==> config.mk <==
export PLATFORM = sky130hd
export DESIGN_NAME = flash_bus_arbiter
export DESIGN_NICKNAME = d
export VERILOG_FILES = /design/src/rtl/flash_arb_pkg.sv /design/src/rtl/sat_counter.sv /design/src/rtl/flash_bus_arbiter.sv
export SDC_FILE = /design/constraint.sdc
export NUM_CORES = 1
export LEC_CHECK = 0
export ABC_AREA = 1
export BUFFER_PORTS_ARGS = -buffer_cell sky130_fd_sc_hd__buf_2
export CORE_MARGIN = 5
export CORE_UTILIZATION = 35
export CTS_BUF_LIST = sky130_fd_sc_hd__clkbuf_4 sky130_fd_sc_hd__clkbuf_8
export CTS_CLUSTER_SIZE = 14
export DETAILED_ROUTE_END_ITERATION = 16
export SLEW_MARGIN = 20
export SYNTH_ARGS = -nofsm -noshare
export SYNTH_HDL_FRONTEND = slang
export SYNTH_HIERARCHICAL = 1
export SYNTH_SLANG_ARGS = --single-unit
==> constraint.sdc <==
create_clock -name clk -period 4.6 [get_ports clk]
set_clock_uncertainty 0.2 [all_clocks]
set_input_delay 0 -clock clk [delete_from_list [all_inputs] [get_ports clk]]
set_output_delay 0 -clock clk [all_outputs]
set_load 0.02 [all_outputs]
==> src/rtl/flash_arb_pkg.sv <==
// Shared definitions for the flash bus arbiter: FSM encoding, port indices,
// default widths and the grant-selection helper.
package flash_arb_pkg;

    localparam int unsigned DEF_ADDR_W = 15;
    localparam int unsigned DEF_CNT_W  = 32;
    localparam int unsigned DATA_W     = 32;
    localparam int unsigned STRB_W     = 4;

    // Port indices: instruction fetch and data
    localparam logic PORT_I = 1'b0;
    localparam logic PORT_D = 1'b1;

    // One-hot FSM encoding
    typedef enum logic [2:0] {
        IDLE    = 3'b001,
        BUSY    = 3'b010,
        RESPOND = 3'b100
    } state_t;

    // Round-robin pick: a lone requester wins, a tie goes to the port not served last
    function automatic logic pick_port(input logic v0, input logic v1, input logic last);
        logic port;
        port = v1 ? PORT_D : PORT_I;
        if (v0 && v1) begin
            port = ~last;
        end
        return port;
    endfunction

endpackage

==> src/rtl/sat_counter.sv <==
// Saturating up-counter with synchronous clear.
// Ports: clk, reset (async, active-high), clr (sync clear, wins over inc),
//        inc (count enable), count (current value, sticks at all-ones).
module sat_counter #(
    parameter int unsigned W = 32
) (
    input  logic         clk,
    input  logic         reset,
    input  logic         clr,
    input  logic         inc,
    output logic [W-1:0] count
);

    always_ff @(posedge clk or posedge reset) begin
        if (reset) begin
            count <= '0;
        end else if (clr) begin
            count <= '0;
        end else if (inc && (count != {W{1'b1}})) begin
            count <= count + W'(1);
        end
    end

endmodule

==> src/rtl/flash_bus_arbiter.sv <==
// Round-robin arbiter sharing the user-flash cache controller between the
// instruction-fetch port (0) and data port (1), plus profiling counters.
// Ports: clk, reset (async, active-high);
//        reqN_valid/wstrb/addr/wdata in, reqN_ready/rdata out (N = 0, 1);
//        mem_select/wstrb/addr/wdata out (registered command),
//        mem_ready/rdata/cache_hit/cache_miss in;
//        clear_counters in; hit_count/miss_count/busy_cycles out.
module flash_bus_arbiter
    import flash_arb_pkg::*;
#(
    parameter int unsigned ADDR_W = DEF_ADDR_W,
    parameter int unsigned CNT_W  = DEF_CNT_W
) (
    input  logic              clk,
    input  logic              reset,
    input  logic              req0_valid,
    input  logic [3:0]        req0_wstrb,
    input  logic [ADDR_W-1:0] req0_addr,
    input  logic [31:0]       req0_wdata,
    output logic              req0_ready,
    output logic [31:0]       req0_rdata,
    input  logic              req1_valid,
    input  logic [3:0]        req1_wstrb,
    input  logic [ADDR_W-1:0] req1_addr,
    input  logic [31:0]       req1_wdata,
    output logic              req1_ready,
    output logic [31:0]       req1_rdata,
    output logic              mem_select,
    output logic [3:0]        mem_wstrb,
    output logic [ADDR_W-1:0] mem_addr,
    output logic [31:0]       mem_wdata,
    input  logic              mem_ready,
    input  logic [31:0]       mem_rdata,
    input  logic              mem_cache_hit,
    input  logic              mem_cache_miss,
    input  logic              clear_counters,
    output logic [CNT_W-1:0]  hit_count,
    output logic [CNT_W-1:0]  miss_count,
    output logic [CNT_W-1:0]  busy_cycles
);

    state_t              state_q, state_d;
    logic                last_q, last_d;
    logic                gnt_q, gnt_d;
    logic                sel_q, sel_d;
    logic [STRB_W-1:0]   wstrb_q, wstrb_d;
    logic [ADDR_W-1:0]   addr_q, addr_d;
    logic [DATA_W-1:0]   wdata_q, wdata_d;
    logic                ready0_q, ready0_d;
    logic                ready1_q, ready1_d;
    logic [DATA_W-1:0]   rdata0_q, rdata0_d;
    logic [DATA_W-1:0]   rdata1_q, rdata1_d;
    logic                port;

    // State and output registers; last_grant resets to port 1 so port 0 wins the first tie
    always_ff @(posedge clk or posedge reset) begin
        if (reset) begin
            state_q  <= IDLE;
            last_q   <= PORT_D;
            gnt_q    <= PORT_I;
            sel_q    <= 1'b0;
            wstrb_q  <= '0;
            addr_q   <= '0;
            wdata_q  <= '0;
            ready0_q <= 1'b0;
            ready1_q <= 1'b0;
            rdata0_q <= '0;
            rdata1_q <= '0;
        end else begin
            state_q  <= state_d;
            last_q   <= last_d;
            gnt_q    <= gnt_d;
            sel_q    <= sel_d;
            wstrb_q  <= wstrb_d;
            addr_q   <= addr_d;
            wdata_q  <= wdata_d;
            ready0_q <= ready0_d;
            ready1_q <= ready1_d;
            rdata0_q <= rdata0_d;
            rdata1_q <= rdata1_d;
        end
    end

    // Next-state and registered-output logic
    always_comb begin
        state_d  = state_q;
        last_d   = last_q;
        gnt_d    = gnt_q;
        sel_d    = sel_q;
        wstrb_d  = wstrb_q;
        addr_d   = addr_q;
        wdata_d  = wdata_q;
        ready0_d = 1'b0;
        ready1_d = 1'b0;
        rdata0_d = rdata0_q;
        rdata1_d = rdata1_q;
        port     = pick_port(req0_valid, req1_valid, last_q);

        case (state_q)
            IDLE: begin
                if (req0_valid || req1_valid) begin
                    gnt_d   = port;
                    last_d  = port;
                    sel_d   = 1'b1;
                    wstrb_d = (port == PORT_D) ? req1_wstrb : req0_wstrb;
                    addr_d  = (port == PORT_D) ? req1_addr  : req0_addr;
                    wdata_d = (port == PORT_D) ? req1_wdata : req0_wdata;
                    state_d = BUSY;
                end
            end
            BUSY: begin
                // Drop select with the done pulse so the idle downstream block cannot retrigger
                if (mem_ready) begin
                    sel_d = 1'b0;
                    if (gnt_q == PORT_D) begin
                        rdata1_d = mem_rdata;
                        ready1_d = 1'b1;
                    end else begin
                        rdata0_d = mem_rdata;
                        ready0_d = 1'b1;
                    end
                    state_d = RESPOND;
                end
            end
            RESPOND: begin
                // Requests are not sampled here: the served port is still dropping valid
                state_d = IDLE;
            end
            default: begin
                state_d = IDLE;
            end
        endcase
    end

    assign req0_ready = ready0_q;
    assign req1_ready = ready1_q;
    assign req0_rdata = rdata0_q;
    assign req1_rdata = rdata1_q;
    assign mem_select = sel_q;
    assign mem_wstrb  = wstrb_q;
    assign mem_addr   = addr_q;
    assign mem_wdata  = wdata_q;

    sat_counter #(.W(CNT_W)) u_hit_cnt (
        .clk   (clk),
        .reset (reset),
        .clr   (clear_counters),
        .inc   (mem_cache_hit),
        .count (hit_count)
    );

    sat_counter #(.W(CNT_W)) u_miss_cnt (
        .clk   (clk),
        .reset (reset),
        .clr   (clear_counters),
        .inc   (mem_cache_miss),
        .count (miss_count)
    );

    sat_counter #(.W(CNT_W)) u_busy_cnt (
        .clk   (clk),
        .reset (reset),
        .clr   (clear_counters),
        .inc   (state_q == BUSY),
        .count (busy_cycles)
    );

endmodule

==> results of run 1 <==
worst min-delay path: stages:
cell           delay, ns
dlygate4sd3_1       0.53
buf_2               0.17
inv_6               0.49
routing by layer:
layer	up-vias	global-route usage [%]	wire, um
met5	-	0	11
met4	2	6.45	998
met3	73	5.51	3420
met2	477	34.4	19900
met1	6056	26.2	17400
li1	6393	-	-
final cells by class:
type / count / area share (%)
diodes: 1 / 0.0149
well taps: 455 / 3.38
repair buffers: 524 / 20.4
clock inverters: 5 / 0.394
flip-flops and latches: 219 / 32.6
multi-input cells: 1309 / 34.9
clock buffers: 67 / 5.00
inverters: 150 / 3.38
per-stage QoR:
stage	std cells	hold slack [ns]
finish	2730	-0.0530
global route	2730	0.00173
CTS	2729	0.0101
detailed placement	2503	0.0226
global placement	2503	0.0184
floorplan	1736	-0.0838
sequential cells by signal, summed over array words and instances (netlist names):
register          flops
mem_wdata            32
u_miss_cnt/count     32
mem_addr             15
gnt_q                 1
u_hit_cnt/count      32
u_busy_cnt/count     32
req0_ready            1
mem_wstrb             4
last_q                1
req1_rdata           32
req1_ready            1
req0_rdata           32
state_q               3
mem_select            1
cell usage after synthesis, types with 4 or more instances:
cell and count:
nand2_4 12, a21oi_1 9, nand3_1 93, nor3_1 6
nand3b_1 4, xor2_1 9, and2_1 6, nand2_2 11
buf_6 15, buf_2 24, inv_2 4, nor2_2 13
clkinv_1 4, nor2_4 5, o21ai_2 55, nor2_1 167
clkbuf_1 16, o21ai_0 40, o21ai_1 21, inv_1 142
nand2_1 810, o21bai_1 6, dfrtp_1 217, nand4_1 30
cells by family after synthesis:
group / after synthesis / synth area share (%)
DFF: 219 / 44.6
and+or+nand+nor: 1163 / 39.3
AOI/OAI and AO/OA: 131 / 7.13
adders and majority gates: 3 / 0.305
xor gates and xnor gates: 12 / 0.855
buffers and inverters: 208 / 7.78
power breakdown:
part	switching [uW]	leakage (uW)	internal, uW
logic	1700	0.00570	889
clock network	877	0.000483	1220
registers	279	0.00289	2420
worst paths after layout:
check | from | to | slack [ns] | cells after the start
worst max-delay path | last_q | mem_wdata[11] | 1.63 | 10
worst min-delay path | reset | mem_wdata[2] | -0.05 | 3
worst max register to register | last_q | mem_wdata[11] | 1.63 | 10
worst min register to register | last_q | last_q | 0.27 | 2
max in group asynchronous | reset | req0_rdata[30] | 3.10 | 4
min in group clk | mem_rdata[4] | req1_rdata[4] | 0.05 | 4
==> results by group, run 1 <==
Run status
  • Status: finished with violations
  • Failing checks: hold timing

Clocking
  • Clock latency on the worst-skew pair: approximately 0.54 ns
  • PostCTS Resize Cnt: 0
  • TritonCTS clock tree: yes
  • CTS Buffer Depth: 3
  • Setup Fix Bufs, Post-CTS: 0
  • Total clock sinks: ~220
  • CTS Hold Buffers Added: between 150 and 200
  • Clock slew seen by the registers of the worst setup and hold paths: roughly 0.06 ns
  • Root Buffer: clkbuf_8
  • H-tree depth: 2
  • CTS Buf Count: between 40 and 50

Power
  • Worst IR Drop VDD: 0.000367 V
  • Pleak: roughly 0.009 uW
  • PwrDens: ~440 nW/um2
  • Final Power: about 7400 uW

Floorplan
  • Core ar.: 34600 um2
  • IO Count: between 300 and 400
  • Die H: between 150 and 200 um
  • Die width: 197 um
  • Initial Util: a little over a third
  • Rows: between 60 and 70
  • Die area: a little under 40000 um2

Critical path
  • Buf+Inv Stages, Crit Path: 4
  • Worst path slowest cell: dlygate4sd3_1
  • CP Launch Type: flip-flop
  • Crit path max-delay family: buffers and inverters
  • Worst EP required: 4.82 ns
  • Worst-path cell chain: nand2_1, nand2_2, buf_4, clkinv_1, buf_4, nand2_1, nand2_1, dlygate4sd3_1, nand2_1, nand2_1
  • WP data arrival: ~3.2 ns
  • Most used cell, CP: nand2_1
  • CP Max Fanout: 52
  • Kind of critical path: flip-flop to flip-flop
  • Worst path max stage delay: about 0.56 ns
  • Crit path capture type: flip-flop

Synthesis
  • Warnings, synthesis: 6
  • Synth unique cells: 30
  • Main area contributors after synthesis: dfrtp_1, nand2_1, nor2_1, inv_1, o21ai_2
  • Synth Flop Type: dfrtp_1
  • Number of synthesized flops with an enable pin: 0
  • Mapped Area: roughly 12000 um2
  • Synth top area share: 44.2%
  • Synth Instances: roughly 1700
  • Post-synthesis sequential area ratio: 44.6%
  • Async SR Flop Fraction: 100%
  • Syn nets: between 1500 and 2000
  • Synth Register Bits: roughly 220
  • Post-Syn Area per Cell: a little over 7 um2
  • Largest area contributor in the netlist: dfrtp_1

Layout
  • Most common cell after layout, fill and taps aside: nand2_1
  • Most frequent cells in the layout: nand2_1, buf_2, dfrtp_1
  • Post-layout util: between 40% and 50%
  • Share of layout cells above drive strength 1: about 24%
  • Non-Filler Cell Area, Final: roughly 17000 um2
  • Area occupied by multi-input gates: 5870 um2
  • Fin nets: 2391
  • # fillers: 3381
  • P&R area growth vs syn: 36.8%
  • Register Area: approximately 5500 um2

Timing
  • Fmax: ~340 MHz
  • Hold slack: -0.0530 ns
  • Hold Vio Cnt, Final: 13
  • RSZ-0062 raised after global routing: no
  • Measured slew at the worst slew-check pin: a little over 1 ns
  • # setup viols final: 0
  • Tcrit/Tclk final: 64.7%
  • Final WS setup: ~1.6 ns
  • Slew Limit Fails: 0
  • Sum Neg Setup Slack: 0 ns
  • Max-slew headroom: 32.2%
  • Min Tclk post-route: slightly below 3 ns

Place
  • GP Congestion: around 0.90
  • Area after DPL: about 14000 um2
  • Pre-CTS setup slack: about 2.1 ns
  • Post-DP HPWL: around 29 mm
  • Port buffer count: approximately 360

Flow run
  • Max cap viols: 0

Hold path
  • Hold Crit Class: input port to async pin

Route
  • Drt pass-1 iters: 5
  • DR vias: around 13000
  • Residual DRC count: 0
  • Wire per inst: about 15 um
  • Total routed wirelength: ~42 mm
  • DRT antenna net count: 0
  • Detailed Route Iter0 Violations: between 700 and 800
  • DR vias/cell: about 4.8

GRT
  • First-pass GRT wire length: roughly 67 mm
  • Grt total ovfl: 0
  • Largest net degree at the start of global routing: a little under 80
  • Initial antenna violation count: 2
  • Total global-route track usage: 20.6%
  • Vias in the first global route: between 10000 and 15000
Power figures use the tool's default switching activity.
==> run 2, diff against run 1 <==
==> constraint.sdc (replaced) <==
create_clock -name clk -period 2.5 [get_ports clk]
set_clock_uncertainty 0.2 [all_clocks]
set_input_delay 0 -clock clk [delete_from_list [all_inputs] [get_ports clk]]
set_output_delay 0 -clock clk [all_outputs]
set_load 0.02 [all_outputs]
==> run 2 against run 1 <==
Compared with the run above:
- the flow now finishes without violations
- total power rose by 87%
- core utilization grew 2.1 points
- largest power group unchanged
- final cell count up 2.8%
- combinational power up 89%
- critical path depth decreased by 2
- global-route usage up 0.91 points
- non-clock buffer count rose by 74
- register-to-register slack got worse by 1.5 ns
- first-iteration DRC count grew 3.9%
==> results by group, run 2 (same netlist as run 1, synthesis figures left out) <==
Layout
  • Fin nets: 2465 (was 2391)
  • Most frequent cells in the layout: nand2_1, buf_2, dfrtp_1 (unchanged)
  • P&R area growth vs syn: 42.7% (was 36.8%)
  • Share of layout cells above drive strength 1: 25.3% (was 24.3%)
  • Post-layout util: 50.7% (was 48.6%)
  • Most common cell after layout, fill and taps aside: nand2_1 (unchanged)

Hold path
  • Hold Path Cell Cnt: 4
  • Hold Startpoint: mem_rdata[16]
  • Hold Crit Class: input port to flip-flop (was input port to async pin)
  • Worst Hold Path EP: req0_rdata[16]

Critical path
  • WP data arrival: 2.61 ns (was 3.19 ns)
  • Crit path capture type: flip-flop (unchanged)
  • Kind of critical path: flip-flop to flip-flop (unchanged)
  • Crit Reg-Reg Endpoint: mem_addr[0] (was mem_wdata[11])
  • Reg-to-reg slack, setup: 0.16 ns (was 1.63 ns)
  • Worst reg-to-reg path cell count: 8 (was 10)
  • Worst EP required: 2.77 ns (was 4.82 ns)
  • RR Startpoint: last_q (unchanged)
  • CP Launch Type: flip-flop (unchanged)
  • CP Max Fanout: 51 (was 52)

Run status
  • Status: finished, final reports clean (was finished with violations)

Clocking
  • Clock slew seen by the registers of the worst setup and hold paths: 0.06 ns (about the same)
  • H-tree depth: 2 (unchanged)
  • CTS Buf Count: 42 (unchanged)
  • Root Buffer: clkbuf_8 (unchanged)
  • Setup Fix Bufs, Post-CTS: 0 (unchanged)
  • CTS Buffer Depth: 3 (unchanged)
  • TritonCTS clock tree: yes (unchanged)
  • Clock latency on the worst-skew pair: 0.57 ns (was 0.54 ns)
  • Total clock sinks: 219 (unchanged)

Power
  • Final Power: 13800 uW (was 7390 uW)
  • PwrDens: 787 nW/um2 (was 439 nW/um2)
  • Pleak: 0.00939 uW (was 0.00907 uW)
  • Worst IR Drop VDD: 0.000679 V (was 0.000367 V)

Floorplan
  • Die area: 39000 um2 (unchanged)
  • Core ar.: 34600 um2 (unchanged)
  • IO Count: 356 (unchanged)
  • Die width: 197 um (unchanged)
  • Die H: 197 um (unchanged)
  • Rows: 68 (unchanged)
  • Initial Util: 35.5% (unchanged)

Route
  • Residual DRC count: 0 (unchanged)
  • Wire per inst: 15.6 um (was 15.3 um)
  • Drt pass-1 iters: 5 (unchanged)
  • Detailed Route Iter0 Violations: 803 (was 773)
  • DR vias: 13400 (was 13000)
  • DR vias/cell: 4.77 (was 4.76)
  • Total routed wirelength: 43.8 mm (was 41.8 mm)
  • DRT antenna net count: 0 (unchanged)

Timing
  • Sum Neg Setup Slack: 0 ns (unchanged)
  • Max-slew headroom: 35.9% (was 32.2%)
  • Fmax: 428 MHz (was 336 MHz)
  • # setup viols final: 0 (unchanged)
  • Measured slew at the worst slew-check pin: 0.961 ns (was 1.02 ns)
  • Min Tclk post-route: 2.34 ns (was 2.97 ns)
  • Hold Vio Cnt, Final: 0 (was 13)
  • Tcrit/Tclk final: 93.5% (was 64.7%)
  • RSZ-0062 raised after global routing: no (unchanged)
  • Slew Limit Fails: 0 (unchanged)

GRT
  • Initial antenna violation count: 0 (was 2)
  • Vias in the first global route: 12900 (about the same)
  • Grt total ovfl: 0 (unchanged)
  • First-pass GRT wire length: 68.5 mm (was 66.5 mm)
  • Largest net degree at the start of global routing: 85 (was 78)
  • Total global-route track usage: 21.5% (was 20.6%)

Place
  • Post-DP HPWL: 29.7 mm (was 28.6 mm)
  • Port buffer count: 355 (unchanged)
  • GP Congestion: 0.900 (was 0.899)

Flow run
  • Max cap viols: 0 (unchanged)
## run 2: cell count changes in the layout (fill, tap and decap cells not counted), sizes merged
cell         change
buf             +39
clkinvlp         +4
clkbuf           +1
inv              -5
clkinv           +3
dlygate4sd3     +35
## run 2: power by group
| part | internal [uW] | switching (uW) | total, uW | leakage [uW] |
|---|---|---|---|---|
| clock network | 2350 | 1630 | 3980 | 0.000495 |
| logic | 1710 | 3180 | 4890 | 0.00601 |
| registers | 4450 | 482 | 4940 | 0.00289 |
## run 2: how the worst max path moves through the flow
| stage | start | cells past startpoint | endpoint | slack [ns] |
|---|---|---|---|---|
| after floorplan | u_busy_cnt/count[1] | 12 | u_busy_cnt/count[13] | 0.45 |
| after global placement | u_hit_cnt/count[24] | 10 | u_hit_cnt/count[25] | 0.23 |
| after detailed placement | u_miss_cnt/count[1] | 11 | u_miss_cnt/count[9] | 0.20 |
| after CTS | u_miss_cnt/count[1] | 11 | u_miss_cnt/count[11] | 0.16 |
| after global routing | u_miss_cnt/count[1] | 11 | u_miss_cnt/count[30] | 0.008 |
| final | last_q | 8 | mem_addr[0] | 0.16 |
## run 2: cell type report
type | count | area, um2
antenna | 1 | 2.50
clock buffer | 68 | 886
clock inverter | 7 | 71.3
fill | 3262 | 17100
inverter | 150 | 569
multi-input combinational | 1309 | 5860
sequential | 219 | 5480
tap | 455 | 569
timing repair buffer | 598 | 4110
## run 2: layer usage
layer / routed length [um] / vias to the layer above / share of wire [%] / track usage (%)
li1: - / 6558 / - / -
met1: 18100 / 6174 / 41 / 27.5
met2: 20000 / 525 / 46 / 34.4
met3: 3790 / 135 / 8.7 / 6.12
met4: 1820 / 0 / 4.2 / 9.01
met5: 0 / - / 0 / 0
## run 2: critical path, cell delays in order, from the launching register on
cell and delay (ns):
dfstp_2 0.53, nand2_1 0.05, nand2_2 0.07, buf_4 0.44
nand2_1 0.14, dlygate4sd3_1 0.61, nand2_1 0.08, nand2_1 0.05
nand2_1 0.07
## run 2: per-stage QoR
step                      std cells  hold slack (ns)  cell area [um2]  setup WS (ns)
final                          2807           0.0685            17600          0.164
after global routing           2806           0.0483            17600        0.00808
after CTS                      2806           0.0114            17500          0.163
after detailed placement       2542          -0.0627            14700          0.196
after global placement         2542          -0.0702            14700          0.226
after floorplan                1736          -0.0838            12300          0.445
## run 2: what timing repair did
| action | in CTS | in global routing |
|---|---|---|
| hold endpoints to repair | 421 | 0 |
| setup endpoints to repair | 0 | 35 |
| resized for setup | 0 | 2 |
| hold buffers | 189 | 0 |
